**src/rtl/alu_share_arb_if.sv**
```systemverilog
// Request/response bundle between the two requesters and alu_share_arb.
// Port i of each 2-bit vector belongs to requester i; rsp_data/rsp_zero are
// shared and qualified by the rsp_valid bit that is set.
interface alu_share_arb_if #(
  parameter int DW = 32,
  parameter int CW = 4
);
  logic [1:0]    req_valid;
  logic [1:0]    req_ready;
  logic [DW-1:0] req_a0;
  logic [DW-1:0] req_b0;
  logic [CW-1:0] req_ctr0;
  logic [DW-1:0] req_a1;
  logic [DW-1:0] req_b1;
  logic [CW-1:0] req_ctr1;
  logic [1:0]    rsp_valid;
  logic [1:0]    rsp_ready;
  logic [DW-1:0] rsp_data;
  logic          rsp_zero;

  // requester side
  modport master (
    output req_valid, req_a0, req_b0, req_ctr0, req_a1, req_b1, req_ctr1, rsp_ready,
    input  req_ready, rsp_valid, rsp_data, rsp_zero
  );

  // arbiter side
  modport slave (
    input  req_valid, req_a0, req_b0, req_ctr0, req_a1, req_b1, req_ctr1, rsp_ready,
    output req_ready, rsp_valid, rsp_data, rsp_zero
  );
endinterface

```
**src/rtl/alu_share_arb.sv**
```systemverilog
// Two-port round-robin arbiter/sequencer sharing one external combinational ALU.
// One operation in flight: IDLE (grant + operand capture) -> EXEC (ALU settles,
// result captured) -> RESP (held until the granted port accepts).
// Optional grant statistics counters are enabled by defining ALU_SHARE_ARB_STATS_EN.
module alu_share_arb #(
  parameter int DW    = 32,
  parameter int CW    = 4,
  parameter int CNT_W = 16
) (
  input  logic             clk,
  input  logic             reset,
  alu_share_arb_if.slave   bus,
  output logic [DW-1:0]    alu_in1,
  output logic [DW-1:0]    alu_in2,
  output logic [CW-1:0]    alu_ctr,
  input  logic [DW-1:0]    alu_res,
  input  logic             alu_zero,
  output logic [CNT_W-1:0] gnt_cnt0,
  output logic [CNT_W-1:0] gnt_cnt1
);

  // Only subtract updates the ALU zero flag; every other code reports zero=0.
  localparam logic [CW-1:0] CTR_SUB = CW'(4'b0110);

  typedef enum logic [1:0] {IDLE, EXEC, RESP} state_t;

  state_t        state, state_nxt;
  logic          ptr;        // port favoured when both request
  logic          gnt_id;     // port owning the in-flight operation
  logic          gnt_sel;    // port that would be granted this cycle
  logic          grant_any;
  logic          rsp_done;
  logic [1:0]    rsp_valid_q;
  logic [DW-1:0] rsp_data_q;
  logic          rsp_zero_q;

  assign grant_any = |bus.req_valid;
  assign gnt_sel   = (&bus.req_valid) ? ptr : bus.req_valid[1];
  assign rsp_done  = gnt_id ? bus.rsp_ready[1] : bus.rsp_ready[0];

  assign bus.rsp_valid = rsp_valid_q;
  assign bus.rsp_data  = rsp_data_q;
  assign bus.rsp_zero  = rsp_zero_q;

  // State register
  always_ff @(posedge clk or posedge reset) begin
    if (reset) state <= IDLE;
    else       state <= state_nxt;
  end

  // Next-state: one EXEC cycle, then hold RESP until the owner accepts
  always_comb begin
    state_nxt = state;
    case (state)
      IDLE:    if (grant_any) state_nxt = EXEC;
      EXEC:    state_nxt = RESP;
      RESP:    if (rsp_done) state_nxt = IDLE;
      default: state_nxt = IDLE;
    endcase
  end

  // Output: request accept only on the granted, valid port while idle
  always_comb begin
    bus.req_ready = 2'b00;
    if (state == IDLE && grant_any && !reset) begin
      bus.req_ready = gnt_sel ? 2'b10 : 2'b01;
    end
  end

  // Operand capture at grant, result capture in EXEC, pointer update on completion
  always_ff @(posedge clk or posedge reset) begin
    if (reset) begin
      ptr         <= 1'b0;
      gnt_id      <= 1'b0;
      alu_in1     <= '0;
      alu_in2     <= '0;
      alu_ctr     <= '0;
      rsp_valid_q <= 2'b00;
      rsp_data_q  <= '0;
      rsp_zero_q  <= 1'b0;
    end else begin
      case (state)
        IDLE: begin
          if (grant_any) begin
            gnt_id  <= gnt_sel;
            alu_in1 <= gnt_sel ? bus.req_a1   : bus.req_a0;
            alu_in2 <= gnt_sel ? bus.req_b1   : bus.req_b0;
            alu_ctr <= gnt_sel ? bus.req_ctr1 : bus.req_ctr0;
          end
        end
        EXEC: begin
          rsp_data_q  <= alu_res;
          rsp_zero_q  <= (alu_ctr == CTR_SUB) ? alu_zero : 1'b0;
          rsp_valid_q <= gnt_id ? 2'b10 : 2'b01;
        end
        RESP: begin
          if (rsp_done) begin
            rsp_valid_q <= 2'b00;
            ptr         <= ~gnt_id;
          end
        end
        default: ;
      endcase
    end
  end

`ifdef ALU_SHARE_ARB_STATS_EN
  logic [CNT_W-1:0] cnt0_q, cnt1_q;

  function automatic logic [CNT_W-1:0] sat_inc(input logic [CNT_W-1:0] v);
    return (&v) ? v : v + {{(CNT_W-1){1'b0}}, 1'b1};
  endfunction

  // Saturating per-port grant counters, cleared only by reset
  always_ff @(posedge clk or posedge reset) begin
    if (reset) begin
      cnt0_q <= '0;
      cnt1_q <= '0;
    end else if (state == IDLE && grant_any) begin
      if (gnt_sel) cnt1_q <= sat_inc(cnt1_q);
      else         cnt0_q <= sat_inc(cnt0_q);
    end
  end

  assign gnt_cnt0 = cnt0_q;
  assign gnt_cnt1 = cnt1_q;
`else
  assign gnt_cnt0 = '0;
  assign gnt_cnt1 = '0;
`endif

endmodule

```
**src/flat_wrapper.sv**
```systemverilog
// flat-port wrapper written by rule: the top's interface ports become plain ports
module alu_share_arb_flat 
#(
  parameter int DW    = 32,
  parameter int CW    = 4,
  parameter int CNT_W = 16
)
  (clk, reset, alu_in1, alu_in2, alu_ctr, alu_res, alu_zero, gnt_cnt0, gnt_cnt1, bus_req_valid, bus_req_a0, bus_req_b0, bus_req_ctr0, bus_req_a1, bus_req_b1, bus_req_ctr1, bus_rsp_ready, bus_req_ready, bus_rsp_valid, bus_rsp_data, bus_rsp_zero);
  alu_share_arb_if #(.DW(DW), .CW(CW)) bus_i ();
  input  logic clk;
  input  logic reset;
  output logic [DW-1:0] alu_in1;
  output logic [DW-1:0] alu_in2;
  output logic [CW-1:0] alu_ctr;
  input  logic [DW-1:0] alu_res;
  input  logic alu_zero;
  output logic [CNT_W-1:0] gnt_cnt0;
  output logic [CNT_W-1:0] gnt_cnt1;
  input wire logic [$bits(bus_i.req_valid)-1:0] bus_req_valid;
  input wire logic [$bits(bus_i.req_a0)-1:0] bus_req_a0;
  input wire logic [$bits(bus_i.req_b0)-1:0] bus_req_b0;
  input wire logic [$bits(bus_i.req_ctr0)-1:0] bus_req_ctr0;
  input wire logic [$bits(bus_i.req_a1)-1:0] bus_req_a1;
  input wire logic [$bits(bus_i.req_b1)-1:0] bus_req_b1;
  input wire logic [$bits(bus_i.req_ctr1)-1:0] bus_req_ctr1;
  input wire logic [$bits(bus_i.rsp_ready)-1:0] bus_rsp_ready;
  output wire logic [$bits(bus_i.req_ready)-1:0] bus_req_ready;
  output wire logic [$bits(bus_i.rsp_valid)-1:0] bus_rsp_valid;
  output wire logic [$bits(bus_i.rsp_data)-1:0] bus_rsp_data;
  output wire logic [$bits(bus_i.rsp_zero)-1:0] bus_rsp_zero;
  assign bus_i.req_valid = bus_req_valid;
  assign bus_i.req_a0 = bus_req_a0;
  assign bus_i.req_b0 = bus_req_b0;
  assign bus_i.req_ctr0 = bus_req_ctr0;
  assign bus_i.req_a1 = bus_req_a1;
  assign bus_i.req_b1 = bus_req_b1;
  assign bus_i.req_ctr1 = bus_req_ctr1;
  assign bus_i.rsp_ready = bus_rsp_ready;
  assign bus_req_ready = bus_i.req_ready;
  assign bus_rsp_valid = bus_i.rsp_valid;
  assign bus_rsp_data = bus_i.rsp_data;
  assign bus_rsp_zero = bus_i.rsp_zero;
  alu_share_arb #(.DW(DW), .CW(CW), .CNT_W(CNT_W)) u_core (.clk(clk), .reset(reset), .bus(bus_i), .alu_in1(alu_in1), .alu_in2(alu_in2), .alu_ctr(alu_ctr), .alu_res(alu_res), .alu_zero(alu_zero), .gnt_cnt0(gnt_cnt0), .gnt_cnt1(gnt_cnt1));
endmodule
```
**config.mk**
```make
export PLATFORM = sky130hd
export DESIGN_NAME = alu_share_arb_flat
export DESIGN_NICKNAME = d
export VERILOG_FILES = /design/src/rtl/alu_share_arb_if.sv /design/src/rtl/alu_share_arb.sv /design/src/flat_wrapper.sv
export SDC_FILE = /design/constraint.sdc
export NUM_CORES = 1
export LEC_CHECK = 0
export ABC_AREA = 1
export CAP_MARGIN = 20
export CORE_MARGIN = 10
export CORE_UTILIZATION = 40
export CTS_BUF_LIST = sky130_fd_sc_hd__clkbuf_8
export CTS_CLUSTER_DIAMETER = 200
export DETAILED_ROUTE_END_ITERATION = 7
export PLACE_DENSITY = 0.85
export SYNTH_ARGS = -nofsm -noshare
export SYNTH_HDL_FRONTEND = slang
export SYNTH_SLANG_ARGS = --single-unit
```
**constraint.sdc**
```tcl
create_clock -name clk -period 5.8 [get_ports clk]
set_clock_uncertainty 0.1 [all_clocks]
set_input_delay 1.74 -clock clk [delete_from_list [all_inputs] [get_ports clk]]
set_output_delay 1.74 -clock clk [all_outputs]
set_load 0.1 [all_outputs]
```
; ---- Word-level counts from Yosys, hierarchy flattened
; Cells that the tools add are included.
[word_totals]
mem_bits_rw = 0
memories = 0
out_inout_bits = 137
regBits = 107
rom_bits = 0
latchBits = 0
[op_classes]
n_reduce_logical = 11
div_mod_pow = 0
magnitude_cmp = 0
muxes = 13
bitwise_logic = 1
n_mul = 0
n_eq_ne = 5
addsub = 0
shift = 0
[op_table]
columns = op, count
row1 = 2-to-1 mux 32 bit, 2
row2 = 2-to-1 mux 2 bit, 5
row3 = AND reduction 2 bit, 5
row4 = one-hot mux 2 bit (3 select lines), 1
row5 = "== test 4 x 3 -> 1 bit, second input constant", 1
row6 = 2-to-1 mux 4 bit, 1
row7 = "inequality test 2 x 1 -> 1 bit, second input constant", 2
row8 = one-hot mux 2 bit (2 select lines), 1
row9 = 2-to-1 mux 1 bit, 3
row10 = "== test 2 x 1 -> 1 bit, second input constant", 1
row11 = "== test 2 bit, second input constant", 1
row12 = logical AND 1 bit, 2
row13 = logical NOT 2 bit, 1
row14 = nonzero test 2 bit, 1
row15 = OR reduction 2 bit, 1
row16 = logical NOT 1 bit, 1
row17 = NOT 1 bit, 1

; ---- Logic depth before layout (Yosys ltp)
[logic_depth]
depth_word = 4
depth_mapped = 8

; ---- Worst setup path before layout
; No wires, ideal clock.
[synth_path]
kind = input to output
start = input port bus_req_valid[1]
end = output port bus_req_ready[0]
path_slack_ps = -252
n_path_buf = 2
arrival_ps = 4212
path_stages = 5
cell_sequence = buf_4 -> nand2_2 -> buf_4 -> inv_1 -> nor3_1
[synth_via]
elab_chain_len = 4
[synth_rtl]
columns = element, line_no
row1 = from (decl), flat_wrapper.sv:19  ; input wire logic [$bits(bus_i.req_valid)-1:0] bus_req_valid;
row2 = AND reduction 2 bit or OR reduction 2 bit (tied branches), "alu_share_arb.sv:38, alu_share_arb.sv:37"
row3 = 2-to-1 mux 1 bit or logical AND 1 bit (tied branches), "alu_share_arb.sv:38, alu_share_arb.sv:65"
row4 = 2-to-1 mux 2 bit or logical AND 1 bit (tied branches), "alu_share_arb.sv:66, alu_share_arb.sv:65"
row5 = 2-to-1 mux 2 bit (*), alu_share_arb.sv:65  ; if (state == IDLE && grant_any && !reset) begin
row6 = to (decl), flat_wrapper.sv:27  ; output wire logic [$bits(bus_i.req_ready)-1:0] bus_req_ready;
; Every way passes the cells marked *; elsewhere a longest branch is shown, timed or not.

; ---- Worst setup path after layout
[layout_path]
start = input port bus_req_valid[0]
end = output port bus_req_ready[1]
; The elaborated chain is that of the path after synthesis.

==> metrics <==
status=finished, final reports clean; remaining global-route overflow=0; cts hold-fix bufs=0; Max-Cap Viols=0; top cell family by delay on the critical path=buffers and inverters; DP Worst Slack=0.983 ns; Post-layout nets=1223; Buffers & Inverters on Critical Path=3; Layout Cells excl Fill=1233; Mapped Cells=792; first-pass GRT wire length=29500 um; Least-Margin Pin Slew=1.06 ns; DRT antenna net count=0; setup_tns=0 ns; die area=19200 um^2; Max Buffers Root-to-Sink=2; IO buf count=279; crit path max-delay cell type=clkdlybuf4s50_1; GPL Wtd Cong=0.803; largest net degree at the start of global routing=69; Die Ht=139 um; FMAX=0.207 GHz; Initial Util=0.408; Unique masters post-synth=19; CP endpoint kind=output port; CP most frequent cell=nand2_2; crit path cell chain=clkdlybuf4s50_1 > nand2_2 > nand2_2 > inv_1 > nand2_1 > nor2_1 > buf_12; CTS tree=yes; Die Width=139 um; Final Worst Setup Slack=0.978 ns; Total GRT Usage=0.188; Final setup viols=0; WP data required=3.96 ns; 1st-pass router iterations=5; dpl cells=1217; CORE AREA=13800 um^2; Seq/Total Area, Yosys=0.475; clock sink total=107; Mean Syn Cell Area=7.12 um^2; Worst-path clk slew=0.10 ns; Yosys reg bits=107; Worst setup SP type=input pin; Detailed Route WL=18700 um; Slew headroom=0.291; CTS Buf Count=9; Ports=312; initial antenna violation count=0; Synth Cell Area=5640 um^2; H-tree depth=3; via count=5515; Post-CTS Repair Setup Buffers=0; Slew Viols, Final=0; share of cells above drive strength 1=0.0351; Critical Path AT=2.98 ns; Avg WL per Cell=15.2 um; CP peak stage delay=0.49 ns; Worst-Skew Late Latency=0.38 ns; floorplan row count=43; yosys warns=0; area growth from synthesis to final layout=52.6%; initial drt markers=257; clk root buf=clkbuf_8; CP max FO=3; number of synthesized flops with an enable pin=0; DP HPWL=14300 um; Synth Flop Type=dfrtp_1; Remaining DRCs=0; vias per cell=4.47; RSZ-0062 raised after global routing=false; Post-synth ARST share=1.00; classification of the worst-slack hold path=register to register; min Tclk post-route=4.82 ns; Hold Violations, Final=0; Crit Path Class=input pin to output port; CTS resizes=0; Period Utilization, post-route=0.831; n_diodes=0; number of global-route vias before repair=5501
-- final cells by class --
cell class / count / area (um^2)
clock buffer: 9 / 124
clock inverter: 7 / 66.3
fill: 1173 / 5230
inverter: 143 / 539
multi-input combinational: 499 / 2090
sequential: 107 / 2680
tap: 180 / 225
timing repair buffer: 288 / 2880
-- final timing paths --
| kind | start | endpoint | slack (ns) | depth (start not counted) |
|---|---|---|---|---|
| worst min register to register | u_core.bus.rsp_data[27]$_DFFE_PP0P_ | u_core.bus.rsp_data[27]$_DFFE_PP0P_ | 0.38 | 2 |
| min in group asynchronous | reset | u_core.gnt_id$_DFFE_PP0P_ | 1.72 | 2 |
| max in group asynchronous | reset | u_core.alu_in2[5]$_DFFE_PP0P_ | 2.96 | 3 |
| worst max-delay path | bus_req_valid[0] | bus_req_ready[1] | 0.98 | 7 |
| worst max register to register | u_core.ptr$_DFFE_PP0P_ | u_core.alu_in2[17]$_DFFE_PP0P_ | 4.08 | 7 |
| worst min-delay path | u_core.bus.rsp_data[27]$_DFFE_PP0P_ | u_core.bus.rsp_data[27]$_DFFE_PP0P_ | 0.38 | 2 |
-- stage by stage --
step                      cell area (um^2)  hold WS [ns]  utilization
after floorplan                       5760         0.353            -
after global placement                8410         0.352        0.608
after detailed placement              8410         0.359        0.608
after CTS                             8600         0.385        0.622
after global routing                  8600         0.399        0.622
final                                 8600         0.381        0.622
-- worst register-to-register path, stage by stage (launching register included) --
cell,delay [ns]
dfrtp_1,0.40
inv_1,0.07
nand2_2,0.06
nand2_2,0.06
buf_4,0.55
nand2_1,0.22
nand3_1,0.11
nand2_1,0.06
-- cells in the final DEF, fill, tap and decap left out, types with 2 or more instances in the layout --
master and count:
nor2_1 4, dfrtp_1 107, buf_12 2, clkdlybuf4s50_1 276
buf_4 9, nand3_1 140, inv_2 2, nand2_1 312
nand2_2 2, clkbuf_8 9, inv_8 4, nand3b_1 2
o21ai_0 2, inv_1 140, conb_1 32
-- synthesized netlist by cell type (2+ instances only) --
master	number	area [um^2]
buf_1	6	22.5
buf_2	22	110
buf_4	38	285
clkbuf_1	7	26.3
dfrtp_1	107	2680
inv_1	141	529
inv_2	2	7.51
nand2_1	312	1170
nand2_2	2	12.5
nand3_1	140	701
nand3b_1	2	15.0
nor2_1	4	15.0
nor2_2	2	12.5
o21ai_0	2	10.0
-- sequential cells by signal, summed over array words and instances, names as in the netlist --
register	flops
u_core.alu_in1	32
u_core.alu_in2	32
u_core.bus.rsp_data	32
u_core.alu_ctr	4
u_core.bus.rsp_valid	2
u_core.state	2
u_core.bus.rsp_zero	1
u_core.gnt_id	1
u_core.ptr	1
-- layer usage --
metal	vias to the layer above	GRT usage	part of all wire
li1	2801	-	-
met1	2489	0.222	0.41
met2	209	0.319	0.49
met3	16	0.0620	0.082
met4	0	0.0533	0.016
met5	-	0	0
-- cells by family after synthesis --
kind of cell | Yosys count | share of synthesized area
other | 1 | 0.000665
and+or+nand+nor | 463 | 0.343
buffers and inverters | 217 | 0.176
DFF | 107 | 0.475
AOI/OAI and AO/OA | 4 | 0.00555
Power is left out: the tool's default activity adds up to more than one toggle a clock period on the data nets, which glitch-free logic cannot reach.
